**config.mk**
```make
export PLATFORM = sky130hd
export DESIGN_NAME = fifo_burst_reader_flat
export DESIGN_NICKNAME = d
export VERILOG_FILES = /design/src/rtl/fifo_burst_reader_pkg.sv /design/src/rtl/fifo_burst_reader_if.sv /design/src/rtl/fifo_burst_reader_skid_buf2.sv /design/src/rtl/fifo_burst_reader.sv /design/src/flat_wrapper.sv
export SDC_FILE = /design/constraint.sdc
export NUM_CORES = 1
export LEC_CHECK = 0
export ABC_AREA = 1
export CAP_MARGIN = 20
export CELL_PAD_IN_SITES_DETAIL_PLACEMENT = 1
export CELL_PAD_IN_SITES_GLOBAL_PLACEMENT = 1
export CORE_ASPECT_RATIO = 1.2
export CORE_MARGIN = 1.5
export CORE_UTILIZATION = 39
export CTS_CLUSTER_DIAMETER = 150
export DETAILED_ROUTE_END_ITERATION = 8
export MAX_ROUTING_LAYER = met4
export PLACE_DENSITY = 0.8
export SLEW_MARGIN = 0
export SYNTH_ARGS = -nofsm -noshare
export SYNTH_HDL_FRONTEND = slang
export SYNTH_SLANG_ARGS = --single-unit
```
**constraint.sdc**
```tcl
create_clock -name RClk -period 2.7 [get_ports RClk]
set_input_delay 0.54 -clock RClk [delete_from_list [all_inputs] [get_ports RClk]]
set_output_delay 0.54 -clock RClk [all_outputs]
set_load 0.02 [all_outputs]
```
**src/rtl/fifo_burst_reader_pkg.sv**
```systemverilog
// fifo_rd_pkg: shared FSM encoding and skid depth for the burst reader
package fifo_rd_pkg;
  localparam logic [1:0] IDLE = 2'd0;
  localparam logic [1:0] RUN = 2'd1;
  localparam logic [1:0] DONE = 2'd2;
  localparam int SKID_DEPTH = 2;
endpackage

```
**src/rtl/fifo_burst_reader_if.sv**
```systemverilog
// fifo_burst_reader_if: FIFO read port, burst command and output stream bundle
// master = the burst reader, slave = FIFO/command source/stream sink side
interface fifo_burst_reader_if #(
  parameter int DATA_WIDTH = 8,
  parameter int LEN_WIDTH = 8
);
  logic Fifo_empty_in;
  logic [DATA_WIDTH-1:0] Fifo_data_in;
  logic Fifo_read_en_out;
  logic Burst_start_in;
  logic [LEN_WIDTH-1:0] Burst_len_in;
  logic Burst_busy_out;
  logic Burst_done_out;
  logic M_valid_out;
  logic [DATA_WIDTH-1:0] M_data_out;
  logic M_ready_in;
  logic [LEN_WIDTH-1:0] Word_cnt_out;
  modport master (
    input Fifo_empty_in, Fifo_data_in, Burst_start_in, Burst_len_in, M_ready_in,
    output Fifo_read_en_out, Burst_busy_out, Burst_done_out, M_valid_out, M_data_out, Word_cnt_out
  );
  modport slave (
    output Fifo_empty_in, Fifo_data_in, Burst_start_in, Burst_len_in, M_ready_in,
    input Fifo_read_en_out, Burst_busy_out, Burst_done_out, M_valid_out, M_data_out, Word_cnt_out
  );
endinterface

```
**src/rtl/fifo_burst_reader_skid_buf2.sv**
```systemverilog
// skid_buf2: 2-entry valid/ready buffer; e0 is the head, occ reports fill level
// ports: clk, rst_n (async low), in_valid/in_data (capture, no backpressure),
//        out_valid/out_data/out_ready (stream), occ (0..2)
module skid_buf2 import fifo_rd_pkg::*; #(
  parameter int DATA_WIDTH = 8
) (
  input  logic                  clk,
  input  logic                  rst_n,
  input  logic                  in_valid,
  input  logic [DATA_WIDTH-1:0] in_data,
  output logic                  out_valid,
  output logic [DATA_WIDTH-1:0] out_data,
  input  logic                  out_ready,
  output logic [1:0]            occ
);
  logic [DATA_WIDTH-1:0] e0, e1;
  logic pop;
  logic [1:0] wpos;
  always_comb begin
    out_valid = occ != 2'd0;
    out_data = e0;
    pop = out_valid && out_ready;
    wpos = occ - {1'b0, pop};
  end
  // caller guarantees no capture into a full buffer that is not draining
  always_ff @(posedge clk or negedge rst_n)
    if (!rst_n) begin
      occ <= 2'd0;
      e0 <= '0;
      e1 <= '0;
    end else begin
      if (pop && occ == 2'(SKID_DEPTH)) e0 <= e1;
      if (in_valid && wpos == 2'd0) e0 <= in_data;
      if (in_valid && wpos == 2'd1) e1 <= in_data;
      occ <= occ + {1'b0, in_valid} - {1'b0, pop};
    end
endmodule

```
**src/rtl/fifo_burst_reader.sv**
```systemverilog
// fifo_burst_reader: pops a counted burst from the FIFO and streams it via a skid buffer
// ports: RClk, Rst_n (async low), bus (master side of fifo_burst_reader_if)
module fifo_burst_reader import fifo_rd_pkg::*; #(
  parameter int DATA_WIDTH = 8,
  parameter int LEN_WIDTH = 8
) (
  input logic RClk,
  input logic Rst_n,
  fifo_burst_reader_if.master bus
);
  logic [1:0] state, occ;
  logic [LEN_WIDTH-1:0] len, issued, word_cnt;
  logic inflight, xfer;
  // credit counts the slot freed by a transfer this cycle, which keeps 1 word/cycle with ready high
  always_comb begin
    xfer = bus.M_valid_out && bus.M_ready_in;
    bus.Fifo_read_en_out = state == RUN && issued < len && !bus.Fifo_empty_in &&
                           (occ - {1'b0, xfer} + {1'b0, inflight}) < 2'd2;
    bus.Burst_busy_out = state == RUN;
    bus.Burst_done_out = state == DONE;
    bus.Word_cnt_out = word_cnt;
  end
  // a zero-length burst spends one cycle in RUN, placing its done pulse two cycles after the strobe
  always_ff @(posedge RClk or negedge Rst_n)
    if (!Rst_n) begin
      state <= IDLE;
      len <= '0;
      issued <= '0;
      word_cnt <= '0;
      inflight <= 1'b0;
    end else begin
      inflight <= bus.Fifo_read_en_out;
      if (bus.Fifo_read_en_out) issued <= issued + 1'b1;
      if (xfer) word_cnt <= word_cnt + 1'b1;
      if (state == IDLE && bus.Burst_start_in) begin
        len <= bus.Burst_len_in;
        issued <= '0;
        word_cnt <= '0;
        state <= RUN;
      end
      if (state == RUN && (len == '0 || (xfer && word_cnt + 1'b1 == len))) state <= DONE;
      if (state == DONE) state <= IDLE;
    end
  skid_buf2 #(.DATA_WIDTH(DATA_WIDTH)) u_skid (
    .clk(RClk),
    .rst_n(Rst_n),
    .in_valid(inflight),
    .in_data(bus.Fifo_data_in),
    .out_valid(bus.M_valid_out),
    .out_data(bus.M_data_out),
    .out_ready(bus.M_ready_in),
    .occ(occ)
  );
endmodule

```
**src/flat_wrapper.sv**
```systemverilog
// flat-port wrapper written by rule: the top's interface ports become plain ports
module fifo_burst_reader_flat import fifo_rd_pkg::*;
#(
  parameter int DATA_WIDTH = 8,
  parameter int LEN_WIDTH = 8
)
  (RClk, Rst_n, bus_Fifo_empty_in, bus_Fifo_data_in, bus_Burst_start_in, bus_Burst_len_in, bus_M_ready_in, bus_Fifo_read_en_out, bus_Burst_busy_out, bus_Burst_done_out, bus_M_valid_out, bus_M_data_out, bus_Word_cnt_out);
  fifo_burst_reader_if #(.DATA_WIDTH(DATA_WIDTH), .LEN_WIDTH(LEN_WIDTH)) bus_i ();
  input logic RClk;
  input logic Rst_n;
  input wire logic [$bits(bus_i.Fifo_empty_in)-1:0] bus_Fifo_empty_in;
  input wire logic [$bits(bus_i.Fifo_data_in)-1:0] bus_Fifo_data_in;
  input wire logic [$bits(bus_i.Burst_start_in)-1:0] bus_Burst_start_in;
  input wire logic [$bits(bus_i.Burst_len_in)-1:0] bus_Burst_len_in;
  input wire logic [$bits(bus_i.M_ready_in)-1:0] bus_M_ready_in;
  output wire logic [$bits(bus_i.Fifo_read_en_out)-1:0] bus_Fifo_read_en_out;
  output wire logic [$bits(bus_i.Burst_busy_out)-1:0] bus_Burst_busy_out;
  output wire logic [$bits(bus_i.Burst_done_out)-1:0] bus_Burst_done_out;
  output wire logic [$bits(bus_i.M_valid_out)-1:0] bus_M_valid_out;
  output wire logic [$bits(bus_i.M_data_out)-1:0] bus_M_data_out;
  output wire logic [$bits(bus_i.Word_cnt_out)-1:0] bus_Word_cnt_out;
  assign bus_i.Fifo_empty_in = bus_Fifo_empty_in;
  assign bus_i.Fifo_data_in = bus_Fifo_data_in;
  assign bus_i.Burst_start_in = bus_Burst_start_in;
  assign bus_i.Burst_len_in = bus_Burst_len_in;
  assign bus_i.M_ready_in = bus_M_ready_in;
  assign bus_Fifo_read_en_out = bus_i.Fifo_read_en_out;
  assign bus_Burst_busy_out = bus_i.Burst_busy_out;
  assign bus_Burst_done_out = bus_i.Burst_done_out;
  assign bus_M_valid_out = bus_i.M_valid_out;
  assign bus_M_data_out = bus_i.M_data_out;
  assign bus_Word_cnt_out = bus_i.Word_cnt_out;
  fifo_burst_reader #(.DATA_WIDTH(DATA_WIDTH), .LEN_WIDTH(LEN_WIDTH)) u_core (.RClk(RClk), .Rst_n(Rst_n), .bus(bus_i));
endmodule
```
==> results.txt, run 1 <==
status = finished, final reports clean
Critical Path End Type = output port
DP Area = 3027 um^2
Cells after DPL = 436
final instance area = 3213 um^2
Peak Freq = 377.1 MHz
sequential element share of the synthesized area = 45.55%
Worst slew margin = 52.50%
Syn Std Cell Area = 2472 um^2
post-synthesis register bit count = 45
CTS tree = done
Port Buffers = 40
MaxCap Viol Count = 0
Yosys top cell by area = dfrtp_1
CTS Hold Bufs = 0
DR iter-0 viols = 116
largest net degree at the start of global routing = 33
ys flop type = dfrtp_1
WHS = 0.2834 ns
fraction of layout cells with a size suffix above 1 = 9.589%
Layout Utilization = 52.76%
critical path fanouts, max = 2
worst reg-to-reg path cell count = 11
most area-consuming cells after synthesis = dfrtp_1 (46%), nand3_1 (9.9%), nand2_1 (9.7%)
Syn Nets = 342
GRT overflow = 0
Hold WC Path Type = in2async
fin. max-slew vios = 0
Leakage = 1.602 nW
Max Buffers Root-to-Sink = 2
final-report hold violation count = 0
flop2flop setup slack = 0.70 ns
core footprint = 6090 um^2
first-pass GRT wire length = 11,150 um
pre-CTS setup slack = -0.5048 ns
Final setup viols = 0
Unique masters post-synth = 23
Inserted Diodes = 0
CTS sink count = 45
Cell Count, Final, Fillers Out = 447
Via-to-Cell Ratio = 5.148
Overall Global Routing Usage = 21.68%
crit path kind = in2out
FP Rows = 31
P per Cell Area = 1003 nW/um^2
area delta synth->final = 29.96%
syn avg cell area = 8.001 um^2
post-route clock period utilization = 98.21%
Worst Skew = 0.009408 ns
Post-synth EDFFs = 0
async set-reset flop share out of synthesis = 100.0%
Syn Inst Count = 309
Via Count = 2,301
Die Footprint = 6828 um^2
Tot Pwr = 3.224 mW
root buffer cell = clkbuf_8
CP required = 2.16 ns
setup ws final = 0.04825 ns
CP startpoint kind = primary input
count leader, synth = nand2_1
I/O pin total = 41
clock-pin slew on the worst setup and hold paths = 0.09 ns
Slew @ Worst Pin = 0.7125 ns
Routed Antenna Nets = 0
Max H-tree Level = 2
RD Place Congestion = 0.8006
Ys Warns = 0
min cycle time layout = 2.652 ns
vias in the first global route = 2,400
HPWL Detailed = 5019 um
Initial Utilization = 40.60%
Synth top area share = 45.55%
Die Width = 75.69 um
final net count = 397
clk_lat worst skew = 0.30 ns
Setup TNS Final = 0 ns
initial antenna violation count = 0
drt total wl = 6837 um
total CTS buffers = 5
WL per Instance = 15.30 um
worst ir drop on vdd = 0.4264 mV
DIE HEIGHT = 90.22 um
Crit path arrival time = 2.11 ns
Synth top cells by count = nand2_1 (64), nand3_1 (49), dfrtp_1 (45)
drt drc = 0
DR pass1 iterations = 4
-- routing by layer --
metal  share of wire [%]  routed length (um)  GRT usage, %  vias up
li1                    -                   -             -     1126
met1                  45                3050         27.33     1138
met2                  52                3567         36.70       33
met3                 2.3                 154         3.027        4
met4                0.94                  64         4.167        0
met5                   0                   0             -        -
-- state kept, by name, indices dropped and copies added (netlist names) --
signal                   cells
u_core.bus.Word_cnt_out      8
u_core.state                 2
u_core.len                   8
u_core.u_skid.out_data       8
u_core.inflight              1
u_core.issued                8
u_core.u_skid.occ            2
u_core.u_skid.e1             8
-- worst paths after layout --
check / from / to
setup / recovery: bus_M_ready_in / bus_Fifo_read_en_out
hold / removal: Rst_n / u_core.len[0]
setup reg to reg: u_core.u_skid.occ[0] / u_core.issued[7]
hold reg to reg: u_core.u_skid.e1[7] / u_core.u_skid.e1[7]
max in group asynchronous: Rst_n / u_core.u_skid.occ[1]
min in group RClk: u_core.u_skid.e1[7] / u_core.u_skid.e1[7]
-- layout make-up --
cell class	instances	area [um^2]
clock buffer	5	68.82
fill	780	2877
inverter	43	161.4
sequential	45	1126
multi-input combinational	215	1191
timing repair buffer	54	498.0
tap	82	102.6
clock inverter	3	65.06
-- repair_timing --
| item | in CTS | in global routing |
|---|---|---|
| setup endpoints to repair | 1 | 1 |
| pin swaps | 1 | 3 |
| gates resized for setup | 8 | 4 |
| buffers inserted | 1 | 2 |
-- cell usage in the layout, fill, tap and decap left out, types with 4 or more instances in the layout --
cell type and n:
o21ai_0 13, nand3_1 49, nand2_1 64, xor2_1 5
inv_1 41, ha_1 11, o211ai_1 8, clkbuf_8 5
xnor2_1 4, nor2_1 24, a21oi_1 12, buf_4 15
clkdlybuf4s50_1 38, dfrtp_1 45, nand4_1 8
-- where the power goes --
part,internal [mW],total (mW),switching (mW)
clock network,0.368,0.608,0.240
logic,0.669,1.52,0.852
registers,0.902,1.10,0.193
total,1.94,3.22,1.28
-- logic make-up after synthesis --
group                    synth area share (%)
XOR/XNOR                                3.542
adder cells (fa/ha/maj)                 6.073
flip-flops                              45.55
AO/OA/AOI/OAI                           8.553
AND/OR/NAND/NOR                         28.69
buffers and inverters                   7.591
-- critical path: stages --
cell and delay, ns:
clkdlybuf4s50_1 0.48, inv_1 0.07, nor2_2 0.15, ha_4 0.23, nor2_4 0.09, nor2_2 0.06
nor3_4 0.22, nand2_4 0.07, inv_2 0.06, buf_4 0.13
No activity file was read; power rests on OpenSTA's default activity.
==> run 2: changes to the inputs <==
--- a/config.mk
+++ b/config.mk
@@ -6,12 +6,14 @@
 export NUM_CORES = 1
 export LEC_CHECK = 0
 export ABC_AREA = 1
+export ABC_CLOCK_PERIOD_IN_PS = 2700
 export CAP_MARGIN = 20
 export CELL_PAD_IN_SITES_DETAIL_PLACEMENT = 1
 export CELL_PAD_IN_SITES_GLOBAL_PLACEMENT = 1
 export CORE_ASPECT_RATIO = 1.2
 export CORE_MARGIN = 1.5
 export CORE_UTILIZATION = 39
+export CTS_BUF_LIST = sky130_fd_sc_hd__clkbuf_8 sky130_fd_sc_hd__clkbuf_16
 export CTS_CLUSTER_DIAMETER = 150
 export DETAILED_ROUTE_END_ITERATION = 8
 export MAX_ROUTING_LAYER = met4
==> results of run 2 <==
The final DEF is identical to that of run 1; final timing and power are the same.
